===== src/rtl/ft245_fifo_responder_if.sv =====
// FT245-style bus (nRD/WR/D/nRXF/nTXE) plus host byte streams.
// slave: responder side; master: bus master and host side.
interface ft245_fifo_responder_if;
  logic       nRD;
  logic       WR;
  logic [7:0] D_IN;
  logic [7:0] D_OUT;
  logic       D_OE;
  logic       nRXF;
  logic       nTXE;
  logic [7:0] rx_data;
  logic       rx_valid;
  logic       rx_ready;
  logic [7:0] tx_data;
  logic       tx_valid;
  logic       tx_ready;
  logic       rd_err;
  logic       wr_err;

  modport slave (
    input  nRD, WR, D_IN,
    input  rx_data, rx_valid, tx_ready,
    output D_OUT, D_OE, nRXF, nTXE,
    output rx_ready, tx_data, tx_valid,
    output rd_err, wr_err
  );

  modport master (
    output nRD, WR, D_IN,
    output rx_data, rx_valid, tx_ready,
    input  D_OUT, D_OE, nRXF, nTXE,
    input  rx_ready, tx_data, tx_valid,
    input  rd_err, wr_err
  );
endinterface


===== src/rtl/ft245_fifo_responder.sv =====
// FT245 FIFO-bus device model: RX FIFO (host->master), TX FIFO (master->host).
// Ports: CLK, nRST_ASYNC, bus (slave modport). FT245_RESP_SYNC_EN adds 2-flop strobe sync.
module ft245_fifo_responder #(
  parameter int DEPTH     = 16,
  parameter int PRECHARGE = 2
) (
  input logic                   CLK,
  input logic                   nRST_ASYNC,
  ft245_fifo_responder_if.slave bus
);
  localparam int AW = $clog2(DEPTH);
  localparam int CW = $clog2(PRECHARGE + 1);
  typedef logic [AW:0] ptr_t;
  typedef enum logic [1:0] {R_IDLE, R_ACTIVE, R_PRE} rd_st_t;
  typedef enum logic {W_IDLE, W_PRE} wr_st_t;

  logic       w_rd_pin;
  logic       w_wr_pin;
  logic [7:0] w_din_pin;

`ifdef FT245_RESP_SYNC_EN
  logic [1:0] r_rd_sync;
  logic [1:0] r_wr_sync;
  logic [7:0] r_din_q1;
  logic [7:0] r_din_q2;

  // D_IN travels with WR so the byte lines up with the edge
  always_ff @(posedge CLK or negedge nRST_ASYNC) begin
    if (!nRST_ASYNC) begin
      r_rd_sync <= 2'b11;
      r_wr_sync <= 2'b00;
      r_din_q1  <= '0;
      r_din_q2  <= '0;
    end else begin
      r_rd_sync <= {r_rd_sync[0], bus.nRD};
      r_wr_sync <= {r_wr_sync[0], bus.WR};
      r_din_q1  <= bus.D_IN;
      r_din_q2  <= r_din_q1;
    end
  end

  assign w_rd_pin  = r_rd_sync[1];
  assign w_wr_pin  = r_wr_sync[1];
  assign w_din_pin = r_din_q2;
`else
  assign w_rd_pin  = bus.nRD;
  assign w_wr_pin  = bus.WR;
  assign w_din_pin = bus.D_IN;
`endif

  logic       r_s_rd;
  logic       r_p_rd;
  logic       r_s_wr;
  logic       r_p_wr;
  logic [7:0] r_s_din;

  always_ff @(posedge CLK or negedge nRST_ASYNC) begin
    if (!nRST_ASYNC) begin
      r_s_rd  <= 1'b1;
      r_p_rd  <= 1'b1;
      r_s_wr  <= 1'b0;
      r_p_wr  <= 1'b0;
      r_s_din <= '0;
    end else begin
      r_s_rd  <= w_rd_pin;
      r_p_rd  <= r_s_rd;
      r_s_wr  <= w_wr_pin;
      r_p_wr  <= r_s_wr;
      r_s_din <= w_din_pin;
    end
  end

  logic w_rd_fall;
  logic w_rd_rise;
  logic w_wr_fall;
  assign w_rd_fall = r_p_rd & ~r_s_rd;
  assign w_rd_rise = ~r_p_rd & r_s_rd;
  assign w_wr_fall = r_p_wr & ~r_s_wr;

  logic [7:0] r_rx_mem [DEPTH];
  logic [7:0] r_tx_mem [DEPTH];
  ptr_t       r_rx_wp, r_rx_rp;
  ptr_t       r_tx_wp, r_tx_rp;
  rd_st_t     r_rst;
  wr_st_t     r_wst;
  logic       r_nrxf;
  logic       r_ntxe;

  logic w_rx_full, w_tx_empty, w_tx_full;
  assign w_rx_full  = (r_rx_wp[AW] != r_rx_rp[AW])
                   && (r_rx_wp[AW-1:0] == r_rx_rp[AW-1:0]);
  assign w_tx_full  = (r_tx_wp[AW] != r_tx_rp[AW])
                   && (r_tx_wp[AW-1:0] == r_tx_rp[AW-1:0]);
  assign w_tx_empty = (r_tx_wp == r_tx_rp);

  logic w_rx_push, w_rx_pop, w_tx_push, w_tx_pop;
  logic w_rd_go;
  assign w_rd_go   = w_rd_fall & ~r_nrxf;
  assign w_rx_push = bus.rx_valid & ~w_rx_full;
  assign w_rx_pop  = (r_rst == R_ACTIVE) & w_rd_rise;
  assign w_tx_push = w_wr_fall & ~r_ntxe;
  assign w_tx_pop  = ~w_tx_empty & bus.tx_ready;

  // next-cycle pointers let nRXF/nTXE be registered yet track the FIFO
  ptr_t w_rx_wp_n, w_rx_rp_n, w_tx_wp_n, w_tx_rp_n;
  logic w_rx_empty_n, w_tx_full_n;
  assign w_rx_wp_n    = r_rx_wp + ptr_t'(w_rx_push);
  assign w_rx_rp_n    = r_rx_rp + ptr_t'(w_rx_pop);
  assign w_tx_wp_n    = r_tx_wp + ptr_t'(w_tx_push);
  assign w_tx_rp_n    = r_tx_rp + ptr_t'(w_tx_pop);
  assign w_rx_empty_n = (w_rx_wp_n == w_rx_rp_n);
  assign w_tx_full_n  = (w_tx_wp_n[AW] != w_tx_rp_n[AW])
                     && (w_tx_wp_n[AW-1:0] == w_tx_rp_n[AW-1:0]);

  always_ff @(posedge CLK) begin
    if (w_rx_push) r_rx_mem[r_rx_wp[AW-1:0]] <= bus.rx_data;
    if (w_tx_push) r_tx_mem[r_tx_wp[AW-1:0]] <= r_s_din;
  end

  always_ff @(posedge CLK or negedge nRST_ASYNC) begin
    if (!nRST_ASYNC) begin
      r_rx_wp <= '0;
      r_rx_rp <= '0;
      r_tx_wp <= '0;
      r_tx_rp <= '0;
    end else begin
      r_rx_wp <= w_rx_wp_n;
      r_rx_rp <= w_rx_rp_n;
      r_tx_wp <= w_tx_wp_n;
      r_tx_rp <= w_tx_rp_n;
    end
  end

  logic [CW-1:0] r_rcnt;
  logic          r_doe;
  logic [7:0]    r_dout;
  logic          r_rd_err;

  always_ff @(posedge CLK or negedge nRST_ASYNC) begin
    if (!nRST_ASYNC) begin
      r_rst    <= R_IDLE;
      r_rcnt   <= '0;
      r_nrxf   <= 1'b1;
      r_doe    <= 1'b0;
      r_dout   <= '0;
      r_rd_err <= 1'b0;
    end else begin
      r_rd_err <= w_rd_fall & r_nrxf;
      unique case (r_rst)
        R_IDLE: begin
          if (w_rd_go) begin
            r_rst  <= R_ACTIVE;
            r_doe  <= 1'b1;
            r_dout <= r_rx_mem[r_rx_rp[AW-1:0]];
            r_nrxf <= 1'b1;
          end else begin
            r_nrxf <= w_rx_empty_n;
          end
        end
        R_ACTIVE: begin
          if (w_rd_rise) begin
            r_rst  <= R_PRE;
            r_doe  <= 1'b0;
            r_rcnt <= CW'(PRECHARGE);
          end
        end
        R_PRE: begin
          r_rcnt <= r_rcnt - CW'(1);
          if (r_rcnt == CW'(1)) begin
            r_rst  <= R_IDLE;
            r_nrxf <= w_rx_empty_n;
          end
        end
        default: r_rst <= R_IDLE;
      endcase
    end
  end

  logic [CW-1:0] r_wcnt;
  logic          r_wr_err;

  always_ff @(posedge CLK or negedge nRST_ASYNC) begin
    if (!nRST_ASYNC) begin
      r_wst    <= W_IDLE;
      r_wcnt   <= '0;
      r_ntxe   <= 1'b1;
      r_wr_err <= 1'b0;
    end else begin
      r_wr_err <= w_wr_fall & r_ntxe;
      unique case (r_wst)
        W_IDLE: begin
          if (w_tx_push) begin
            r_wst  <= W_PRE;
            r_wcnt <= CW'(PRECHARGE);
            r_ntxe <= 1'b1;
          end else begin
            r_ntxe <= w_tx_full_n;
          end
        end
        W_PRE: begin
          r_wcnt <= r_wcnt - CW'(1);
          if (r_wcnt == CW'(1)) begin
            r_wst  <= W_IDLE;
            r_ntxe <= w_tx_full_n;
          end
        end
      endcase
    end
  end

  assign bus.D_OUT    = r_dout;
  assign bus.D_OE     = r_doe;
  assign bus.nRXF     = r_nrxf;
  assign bus.nTXE     = r_ntxe;
  assign bus.rd_err   = r_rd_err;
  assign bus.wr_err   = r_wr_err;
  assign bus.rx_ready = ~w_rx_full;
  assign bus.tx_valid = ~w_tx_empty;
  assign bus.tx_data  = w_tx_empty ? 8'h00
                      : r_tx_mem[r_tx_rp[AW-1:0]];
endmodule


===== src/flat_wrapper.sv =====
// flat-port wrapper written by rule: the top's interface ports become plain ports
module ft245_fifo_responder_flat 
#(
  parameter int DEPTH     = 16,
  parameter int PRECHARGE = 2
)
  (CLK, nRST_ASYNC, bus_nRD, bus_WR, bus_D_IN, bus_rx_data, bus_rx_valid, bus_tx_ready, bus_D_OUT, bus_D_OE, bus_nRXF, bus_nTXE, bus_rx_ready, bus_tx_data, bus_tx_valid, bus_rd_err, bus_wr_err);
  ft245_fifo_responder_if bus_i ();
  input logic CLK;
  input logic nRST_ASYNC;
  input wire logic [$bits(bus_i.nRD)-1:0] bus_nRD;
  input wire logic [$bits(bus_i.WR)-1:0] bus_WR;
  input wire logic [$bits(bus_i.D_IN)-1:0] bus_D_IN;
  input wire logic [$bits(bus_i.rx_data)-1:0] bus_rx_data;
  input wire logic [$bits(bus_i.rx_valid)-1:0] bus_rx_valid;
  input wire logic [$bits(bus_i.tx_ready)-1:0] bus_tx_ready;
  output wire logic [$bits(bus_i.D_OUT)-1:0] bus_D_OUT;
  output wire logic [$bits(bus_i.D_OE)-1:0] bus_D_OE;
  output wire logic [$bits(bus_i.nRXF)-1:0] bus_nRXF;
  output wire logic [$bits(bus_i.nTXE)-1:0] bus_nTXE;
  output wire logic [$bits(bus_i.rx_ready)-1:0] bus_rx_ready;
  output wire logic [$bits(bus_i.tx_data)-1:0] bus_tx_data;
  output wire logic [$bits(bus_i.tx_valid)-1:0] bus_tx_valid;
  output wire logic [$bits(bus_i.rd_err)-1:0] bus_rd_err;
  output wire logic [$bits(bus_i.wr_err)-1:0] bus_wr_err;
  assign bus_i.nRD = bus_nRD;
  assign bus_i.WR = bus_WR;
  assign bus_i.D_IN = bus_D_IN;
  assign bus_i.rx_data = bus_rx_data;
  assign bus_i.rx_valid = bus_rx_valid;
  assign bus_i.tx_ready = bus_tx_ready;
  assign bus_D_OUT = bus_i.D_OUT;
  assign bus_D_OE = bus_i.D_OE;
  assign bus_nRXF = bus_i.nRXF;
  assign bus_nTXE = bus_i.nTXE;
  assign bus_rx_ready = bus_i.rx_ready;
  assign bus_tx_data = bus_i.tx_data;
  assign bus_tx_valid = bus_i.tx_valid;
  assign bus_rd_err = bus_i.rd_err;
  assign bus_wr_err = bus_i.wr_err;
  ft245_fifo_responder #(.DEPTH(DEPTH), .PRECHARGE(PRECHARGE)) u_core (.CLK(CLK), .nRST_ASYNC(nRST_ASYNC), .bus(bus_i));
endmodule

===== config.mk =====
export PLATFORM = sky130hd
export DESIGN_NAME = ft245_fifo_responder_flat
export DESIGN_NICKNAME = d
export VERILOG_FILES = /design/src/rtl/ft245_fifo_responder_if.sv /design/src/rtl/ft245_fifo_responder.sv /design/src/flat_wrapper.sv
export SDC_FILE = /design/constraint.sdc
export NUM_CORES = 1
export LEC_CHECK = 0
export CAP_MARGIN = 25
export CORE_MARGIN = 3
export CORE_UTILIZATION = 30
export CTS_CLUSTER_SIZE = 20
export DETAILED_ROUTE_END_ITERATION = 10
export SYNTH_ARGS = -nofsm -noshare
export SYNTH_HDL_FRONTEND = slang
export SYNTH_SLANG_ARGS = --single-unit

===== constraint.sdc =====
create_clock -name CLK -period 5.3 [get_ports CLK]
set_clock_uncertainty 0.1 [all_clocks]
set_input_delay 0.795 -clock CLK [delete_from_list [all_inputs] [get_ports CLK]]
set_output_delay 0.795 -clock CLK [all_outputs]
set_load 0.01 [all_outputs]

==> flow_metrics.env, run 1 <==
export IMPL_cp_end_kind="output port"
export IMPL_cp_max_fo=22
export IMPL_clock_sinks=308
export IMPL_postCtsHoldBufs=0
export IMPL_path_cells="buf_4, mux4_2, a22oi_1, a21oi_1, clkdlybuf4s50_1"
export IMPL_crit_slowest_cell="dfrtp_1"
export IMPL_p_leak_nw=4.73
export IMPL_diodes=0
export IMPL_yosysMostFrequentCell="edfxtp_1"
export IMPL_die_w_um=207
export IMPL_finalWirelength_mm=24.7
export IMPL_synth_common_cells="edfxtp_1, mux4_2, dfrtp_1"
export IMPL_ant_nets=0
export IMPL_grt_pass1_wl_mm=38.1
export IMPL_critPathLaunchType="flop"
export IMPL_numCtsBuffers=35
export IMPL_ir_drop_uv=437
export IMPL_cts_root_buf="clkbuf_16"
export IMPL_async_flop_share=0.169
export IMPL_powerDensity_nw_per_um2=539
export IMPL_hold_class="flop to flop"
export IMPL_firstDrtPassIters=4
export IMPL_track_usage=0.119
export IMPL_clock_latency_ns=0.54
export IMPL_ys_seq_area_frac=0.744
export IMPL_clockBufferDepth=3
export IMPL_post_cts_buffers=0
export IMPL_drt_iter0_drc=344
export IMPL_yosys_top_cells_area="edfxtp_1, mux4_2, dfrtp_1, mux4_1, xnor2_1"
export IMPL_synthesis_nets=653
export IMPL_r2r_end="u_core.bus.nTXE"
export IMPL_min_delay_start="u_core.r_s_rd"
export IMPL_relSlewSlack=0.362
export IMPL_finalPower_mw=7.72
export IMPL_tightest_slew_ns=0.954
export IMPL_ys_ff_latch=308
export IMPL_r2r_start="u_core.r_tx_rp[1]"
export IMPL_cts_max_level=2
export IMPL_rr_worst_depth=10
export IMPL_syn_inst=621
export IMPL_critPathKind="flop to output port"
export IMPL_die_h_um=207
export IMPL_synth_edff_count=256
export IMPL_min_period_ns=3.93
export IMPL_synthToLayoutAreaGrowth_pct=18.5
export IMPL_synth_ff_type="edfxtp_1"
export IMPL_worstPathRequired_ns=4.41
export IMPL_avgSynthCellArea_um2=19.5
export IMPL_post_cts_resize_count=0
export IMPL_synth_largest_area_cell="edfxtp_1"
export IMPL_place_port_buffers=44
export IMPL_fin_tns_setup_ns=0
export IMPL_cp_arrival_ns=3.04
export IMPL_holdPathEnd="u_core.r_p_rd"
export IMPL_drv_slew=0
export IMPL_r2r_slack_ns=2.16
export IMPL_drive_gt1_frac=0.186
export IMPL_run_status="finished, final reports clean"
export IMPL_drv_cap=0
export IMPL_start_util=0.308
export IMPL_grt_max_degree=53
export IMPL_ys_warn_count=0
export IMPL_place_gp_congestion=0.727
export IMPL_max_freq_ghz=0.254
export IMPL_vias_per_cell=4.74
export IMPL_rows=72
export IMPL_cts_tree="yes"
export IMPL_critical_path_max_stage_delay_ns=0.75
export IMPL_synth_top_cell_area_share=0.636
export IMPL_period_share=0.742
export IMPL_drt_wirelength_per_cell_um=20.1
export IMPL_coreArea_um2=39200
export IMPL_hold_path_depth=0
export IMPL_grt_ovfl_total=0
export IMPL_num_io_pins=45
export IMPL_die_area_um2=42700
export IMPL_nets=716
export IMPL_post_dp_hpwl_mm=15.3
export IMPL_setup_violations=0
export IMPL_clk_pin_slew_ns=0.06
export IMPL_grt_pass1_vias=6256
export IMPL_antenna_found_initial=0
export IMPL_final_hold_viol_count=0
export IMPL_rsz0062_at_grt="no"
export IMPL_route_detailed_drc=0
export IMPL_vias=5827
export IMPL_syn_cell_area_um2=12100
export IMPL_synth_cell_type_count=41
export IMPL_crit_start="u_core.r_tx_rp[1]"
-- flip-flops by register name, indices dropped and copies added (netlist names), 5 cells and up --
name and cells:
u_core.r_rx_wp 5, u_core.r_tx_wp 5, u_core.r_rx_mem 128, u_core.bus.D_OUT 8
u_core.r_tx_rp 5, u_core.r_tx_mem 128, u_core.r_rx_rp 5, u_core.r_s_din 8
-- worst max-delay path, delay by kind of cell, from the launching register on --
family | cells | cell delay [ns]
AOI/OAI and AO/OA | 2 | 0.43
DFF | 1 | 0.75
muxes | 1 | 0.35
buffers and inverters | 2 | 0.98
-- power breakdown --
part | switching [mW] | total, mW | internal, mW
Clock | 0.947 | 2.44 | 1.49
Combinational | 0.997 | 2.05 | 1.06
Sequential | 0.312 | 3.24 | 2.92
Total | 2.26 | 7.72 | 5.47
-- how the worst max path moves through the flow --
stage	endpoint	slack, ns	depth (start not counted)
final	bus_tx_data[6]	1.37	5
after global placement	bus_tx_data[7]	1.66	5
after floorplan	u_core.bus.nTXE	2.58	12
after global routing	bus_tx_data[5]	1.23	5
after CTS	bus_tx_data[6]	1.28	5
after detailed placement	bus_tx_data[6]	1.85	5
-- layout by cell type, fill, tap and decap left out, drive strengths merged, types with 9 or more instances in the layout --
cell type / count
a21oi: 10
nor3: 12
clkbuf: 51
clkdlybuf4s50: 43
nand2: 12
nor2: 35
dfrtp: 48
mux4: 64
nand3: 12
xnor2: 24
inv: 11
nand2b: 9
xor2: 10
mux2i: 9
buf: 14
a22oi: 16
ha: 10
edfxtp: 256
-- cell type report --
| cell class | instances | area, um^2 |
|---|---|---|
| Timing Repair Buffer | 57 | 549 |
| Clock buffer | 51 | 976 |
| Fill cell | 3652 | 24900 |
| Sequential cell | 308 | 9000 |
| Tap cell | 518 | 648 |
| Clock inverter | 13 | 205 |
| Multi-Input combinational cell | 272 | 2920 |
| Inverter | 10 | 37.5 |
-- per-layer routing --
metal / routed length [um] / GRT usage / up-vias
met5: 0 / 0 / -
met3: 1310 / 0.0314 / 43
met4: 524 / 0.0361 / 0
li1: - / - / 2617
met1: 11000 / 0.161 / 3025
met2: 11900 / 0.189 / 142
-- kinds of logic (layout without fill, tap and decap cells) --
group           Yosys count  count (layout)  share of synthesized area
mux                      76              76                      0.133
fa+ha+maj                10              10                     0.0103
compound gates           52              52                     0.0315
xor+xnor                 34              34                     0.0246
simple gates            100             100                     0.0408
buf+inv                  41             131                     0.0162
flops                   308             308                      0.744
-- metrics by stage --
step	std cells	area, um^2	setup slack, ns	hold WS [ns]	utilization
finish	1229	14300	1.37	0.284	0.366
global placement	1162	13100	1.66	0.277	0.335
global route	1229	14300	1.23	0.295	0.366
CTS	1227	14300	1.28	0.285	0.365
floorplan	621	12100	2.58	0.265	-
detailed placement	1163	13100	1.85	0.278	0.335
(Power assumes the default switching activity.)
==> run 2: changes to the inputs <==
==> constraint.sdc (replaced) <==
create_clock -name CLK -period 3.4 [get_ports CLK]
set_clock_uncertainty 0.1 [all_clocks]
set_input_delay 0.51 -clock CLK [delete_from_list [all_inputs] [get_ports CLK]]
set_output_delay 0.51 -clock CLK [all_outputs]
set_load 0.01 [all_outputs]
==> flow_metrics.env, run 2 (synthesis gave the netlist of run 1 again) <==
export IMPL_relSlewSlack=0.394
export IMPL_cp_arrival_ns=2.63
export IMPL_fin_tns_setup_ns=0
export IMPL_drv_cap=0
export IMPL_path_cells="buf_12, mux4_2, a22oi_1, a21oi_1, clkdlybuf4s50_1"
export IMPL_firstDrtPassIters=4
export IMPL_tightest_slew_ns=0.886
export IMPL_powerDensity_nw_per_um2=822
export IMPL_final_util=0.367
export IMPL_vias=5914
export IMPL_max_freq_ghz=0.309
export IMPL_route_detailed_drc=0
export IMPL_drv_slew=0
export IMPL_hold_class="flop to flop"
export IMPL_place_port_buffers=44
export IMPL_num_io_pins=45
export IMPL_seqCellArea_um2=9000
export IMPL_clockBufferDepth=3
export IMPL_post_cts_buffers=0
export IMPL_place_gp_congestion=0.772
export IMPL_die_w_um=207
export IMPL_synthToLayoutAreaGrowth_pct=18.8
export IMPL_track_usage=0.118
export IMPL_pwr_share_comb=0.288
export IMPL_critPathLaunchType="flop"
export IMPL_drive_gt1_frac=0.204
export IMPL_p_seq_frac=0.421
export IMPL_run_status="finished, final reports clean"
export IMPL_post_dp_hpwl_mm=15.4
export IMPL_critPathKind="flop to output port"
export IMPL_period_share=0.953
export IMPL_antenna_found_initial=0
export IMPL_crit_slowest_cell="mux4_2"
export IMPL_n_fill_cell=3631
export IMPL_cp_end_kind="output port"
export IMPL_clock_latency_ns=0.53
export IMPL_setup_violations=0
export IMPL_p_int_mw=8.30
export IMPL_vias_per_cell=4.73
export IMPL_ir_drop_uv=444
export IMPL_worstPathRequired_ns=2.79
export IMPL_coreArea_um2=39200
export IMPL_cts_tree="yes"
export IMPL_sw_frac_of_total=0.297
export IMPL_drt_wirelength_per_cell_um=20.0
export IMPL_cp_max_fo=17
export IMPL_clk_pin_slew_ns=0.06
export IMPL_clock_sinks=308
export IMPL_multi_input_comb_area_um2=2900
export IMPL_numCtsBuffers=34
export IMPL_die_area_um2=42700
export IMPL_cts_max_level=2
export IMPL_finalWirelength_mm=25.0
export IMPL_p_leak_nw=4.81
export IMPL_diodes=0
export IMPL_rows=72
export IMPL_critical_path_max_stage_delay_ns=0.55
export IMPL_layout_commonest_cell="edfxtp_1"
export IMPL_final_cell_mix="edfxtp_1, mux4_2, dfrtp_1"
export IMPL_nets=740
export IMPL_post_cts_resize_count=0
export IMPL_final_hold_viol_count=0
export IMPL_p_sw_mw=3.51
export IMPL_ant_nets=0
export IMPL_clockPowerShare=0.291
export IMPL_rsz0062_at_grt="no"
export IMPL_cts_root_buf="clkbuf_16"
export IMPL_min_period_ns=3.24
export IMPL_grt_pass1_wl_mm=37.6
export IMPL_cp_num_buf_inv=2
export IMPL_grt_max_degree=36
export IMPL_grt_pass1_vias=6205
export IMPL_start_util=0.308
export IMPL_die_h_um=207
export IMPL_drt_iter0_drc=373
export IMPL_grt_ovfl_total=0
export IMPL_cpLargestDelayFamily="buffers and inverters"
## run 2: changes by cell type in the layout (fill, tap and decap cells not counted), moves of 2 or more
cell,delta
clkinv_1,+4
buf_4,+24
clkinv_2,+3
clkbuf_8,-2
clkbuf_1,-6
nor3_1,+4
nor3_2,-4
bufinv_16,-3
## run 2: layer usage
layer / global-route usage / vias up / share of wire
met5: 0 / - / 0
met4: 0.0412 / 0 / 0.025
met3: 0.0284 / 48 / 0.045
met2: 0.191 / 116 / 0.48
met1: 0.157 / 3088 / 0.45
li1: - / 2662 / -
## run 2: final timing paths
| path | endpoint | slack, ns | startpoint | cells after the start |
|---|---|---|---|---|
| worst max-delay path | bus_tx_data[0] | 0.16 | u_core.r_tx_rp[0] | 5 |
| worst min-delay path | u_core.r_p_rd | 0.29 | u_core.r_s_rd | 0 |
| worst max register to register | u_core.bus.D_OUT[7] | 0.54 | u_core.r_rx_rp[1] | 5 |
| worst min register to register | u_core.r_p_rd | 0.29 | u_core.r_s_rd | 0 |
| max in group asynchronous | u_core.r_rx_rp[1] | 1.96 | nRST_ASYNC | 3 |
| min in group asynchronous | u_core.r_wst | 0.36 | nRST_ASYNC | 2 |
## run 2: power groups by stage
stage,Clock [mW],Sequential [mW],Combinational (mW)
after floorplan,0,4.83,2.40
after global placement,0,5.02,3.38
after detailed placement,0,5.03,3.40
after CTS,3.55,4.96,3.42
after global routing,3.70,5.04,3.69
final,3.44,4.97,3.40
## run 2: repair_timing
| action | 4_1_cts | 5_1_grt |
|---|---|---|
| endpoints found under the setup margin | 0 | 1 |
| hold buffers | 1 | 0 |
| hold endpoints to repair | 16 | 0 |
## run 2: final cells by class
class | count | area share
clock buffers | 43 | 0.0644
clock inverters | 16 | 0.00749
inverters | 10 | 0.00261
multi-input cells | 272 | 0.202
flip-flops and latches | 308 | 0.626
well taps | 518 | 0.0451
repair buffers | 82 | 0.0524
## run 2: per-stage QoR
step,area [um^2],setup WS (ns),instances,hold WS (ns),total power [mW]
after detailed placement,13300,0.564,1188,0.277,8.44
after floorplan,12100,0.680,621,0.114,7.23
after CTS,14300,0.0866,1248,0.284,11.9
final,14400,0.160,1249,0.289,11.8
after global routing,14400,0.0271,1249,0.292,12.4
after global placement,13300,0.538,1188,0.275,8.40
==> run 3: changes to the inputs <==
--- a/config.mk
+++ b/config.mk
@@ -7,9 +7,12 @@
 export LEC_CHECK = 0
 export CAP_MARGIN = 25
 export CORE_MARGIN = 3
-export CORE_UTILIZATION = 30
+export CORE_UTILIZATION = 48
 export CTS_CLUSTER_SIZE = 20
 export DETAILED_ROUTE_END_ITERATION = 10
+export PLACE_DENSITY = 0.68
+export SLEW_MARGIN = 10
 export SYNTH_ARGS = -nofsm -noshare
 export SYNTH_HDL_FRONTEND = slang
 export SYNTH_SLANG_ARGS = --single-unit
+export TNS_END_PERCENT = 50
==> flow_metrics.env, run 3 (synthesis gave the netlist of run 1 again) <==
export IMPL_run_status="finished, violations left"
export IMPL_violations="negative hold slack"
export IMPL_grt_pass1_vias=6284
export IMPL_firstDrtPassIters=4
export IMPL_numCtsBuffers=34
export IMPL_vias=6006
export IMPL_tightest_slew_ns=0.963
export IMPL_crit_slowest_cell="mux4_2"
export IMPL_worst_hold_slack_ns=-0.00528
export IMPL_ant_nets=0
export IMPL_post_dp_hpwl_mm=15.0
export IMPL_track_usage=0.184
export IMPL_cpLargestDelayFamily="buffers and inverters"
export IMPL_setup_violations=0
export IMPL_start_util=0.493
export IMPL_synthToLayoutAreaGrowth_pct=16.1
export IMPL_placedCellCount=986
export IMPL_num_io_pins=45
export IMPL_critPathLaunchType="flop"
export IMPL_cp_arrival_ns=2.68
export IMPL_relSlewSlack=0.356
export IMPL_rows=57
export IMPL_finalWirelength_mm=23.9
export IMPL_p_leak_nw=4.74
export IMPL_clock_sinks=308
export IMPL_final_hold_viol_count=14
export IMPL_drv_slew=0
export IMPL_clock_latency_ns=0.52
export IMPL_rsz0062_at_grt="no"
export IMPL_antenna_found_initial=0
export IMPL_cts_root_buf="clkbuf_16"
export IMPL_ir_drop_uv=412
export IMPL_vias_per_cell=5.73
export IMPL_place_port_buffers=44
export IMPL_place_gp_congestion=0.794
export IMPL_drive_gt1_frac=0.189
export IMPL_powerDensity_nw_per_um2=829
export IMPL_post_cts_buffers=0
export IMPL_grt_max_degree=35
export IMPL_fin_tns_setup_ns=0
export IMPL_drt_wirelength_per_cell_um=22.8
export IMPL_grt_pass1_wl_mm=37.3
export IMPL_clockBufferDepth=3
export IMPL_final_cell_mix="edfxtp_1, mux4_2, dfrtp_1"
export IMPL_hold_class="input port to asynchronous set/reset pin"
export IMPL_clk_pin_slew_ns=0.06
export IMPL_period_share=0.967
export IMPL_route_detailed_drc=0
export IMPL_critPathKind="flop to output port"
export IMPL_fin_cells=1048
export IMPL_path_cells="buf_12, mux4_2, a22oi_1, a21oi_1, clkdlybuf4s50_1"
export IMPL_die_area_um2=27100
export IMPL_cts_max_level=2
export IMPL_min_period_ns=3.29
export IMPL_critical_path_max_stage_delay_ns=0.54
export IMPL_max_freq_ghz=0.304
export IMPL_drv_cap=0
export IMPL_cp_max_fo=34
export IMPL_die_w_um=165
export IMPL_drt_iter0_drc=529
export IMPL_coreArea_um2=24500
export IMPL_worstPathRequired_ns=2.79
export IMPL_nets=730
export IMPL_cts_tree="yes"
export IMPL_diodes=0
export IMPL_layout_commonest_cell="edfxtp_1"
export IMPL_die_h_um=165
export IMPL_cp_end_kind="output port"
export IMPL_grt_ovfl_total=0
export IMPL_cp_num_buf_inv=2
export IMPL_n_fill_cell=1873
[run 3: changes by cell type in the layout (fill, tap and decap cells not counted), moves of 2 or more]
cell / change
buf_4: -9
clkbuf_1: +4
clkinv_1: +3
clkbuf_16: -2
clkinv_2: -2
clkinv_8: +2
[run 3: timing repair]
action                                 4_1_cts  5_1_grt
setup endpoints to repair                    0        2
endpoints found under the hold margin        0        0
gates resized for setup                      0        1
hold buffers                                 0        0
[run 3: final cells by class]
class                      instances  area, um^2  share of cell area
tap                              324         405              0.0289
inverter                          10        37.5             0.00267
clock inverter                    17         124             0.00882
multi-input combinational        272        2900               0.207
sequential                       308        9000               0.641
timing repair buffer              72         671              0.0478
clock buffer                      45         902              0.0643
[run 3: report_power, final]
| part | internal, mW | leakage (nW) | switching, mW | total [mW] |
|---|---|---|---|---|
| registers | 4.56 | 2.93 | 0.439 | 5.00 |
| logic | 1.69 | 1.32 | 1.61 | 3.31 |
| clock network | 1.89 | 0.495 | 1.44 | 3.33 |
| total | 8.14 | 4.74 | 3.49 | 11.6 |
[run 3: path summary, 6_finish.rpt]
path	to	slack, ns	cells after the start	start
max	bus_tx_data[2]	0.11	5	u_core.r_tx_rp[0]
min	u_core.bus.rd_err	-0.005	1	nRST_ASYNC
max reg2reg	u_core.bus.nRXF	0.58	10	u_core.r_rx_wp[2]
min reg2reg	u_core.r_p_rd	0.29	0	u_core.r_s_rd
max in group asynchronous	u_core.r_rx_rp[1]	2.32	2	nRST_ASYNC
min in group CLK	u_core.r_p_rd	0.29	0	u_core.r_s_rd
[run 3: stage by stage]
stage               hold WS [ns]   util  power (mW)  cell area [um^2]  setup slack [ns]
floorplan                  0.114      -        7.23             12100             0.680
global placement           0.277  0.530        8.32             13000             0.657
detailed placement         0.274  0.530        8.40             13000             0.602
CTS                      0.00277  0.572        11.7             14000             0.118
global route              0.0430  0.572        12.2             14000           0.00173
finish                  -0.00528  0.572        11.6             14000             0.113
[run 3: layer usage]
layer,GRT usage,vias up,wire length [um]
met5,0,-,0
met4,0.0541,0,572
met3,0.0386,49,1510
met2,0.285,199,11400
met1,0.266,3111,10500
li1,-,2647,-
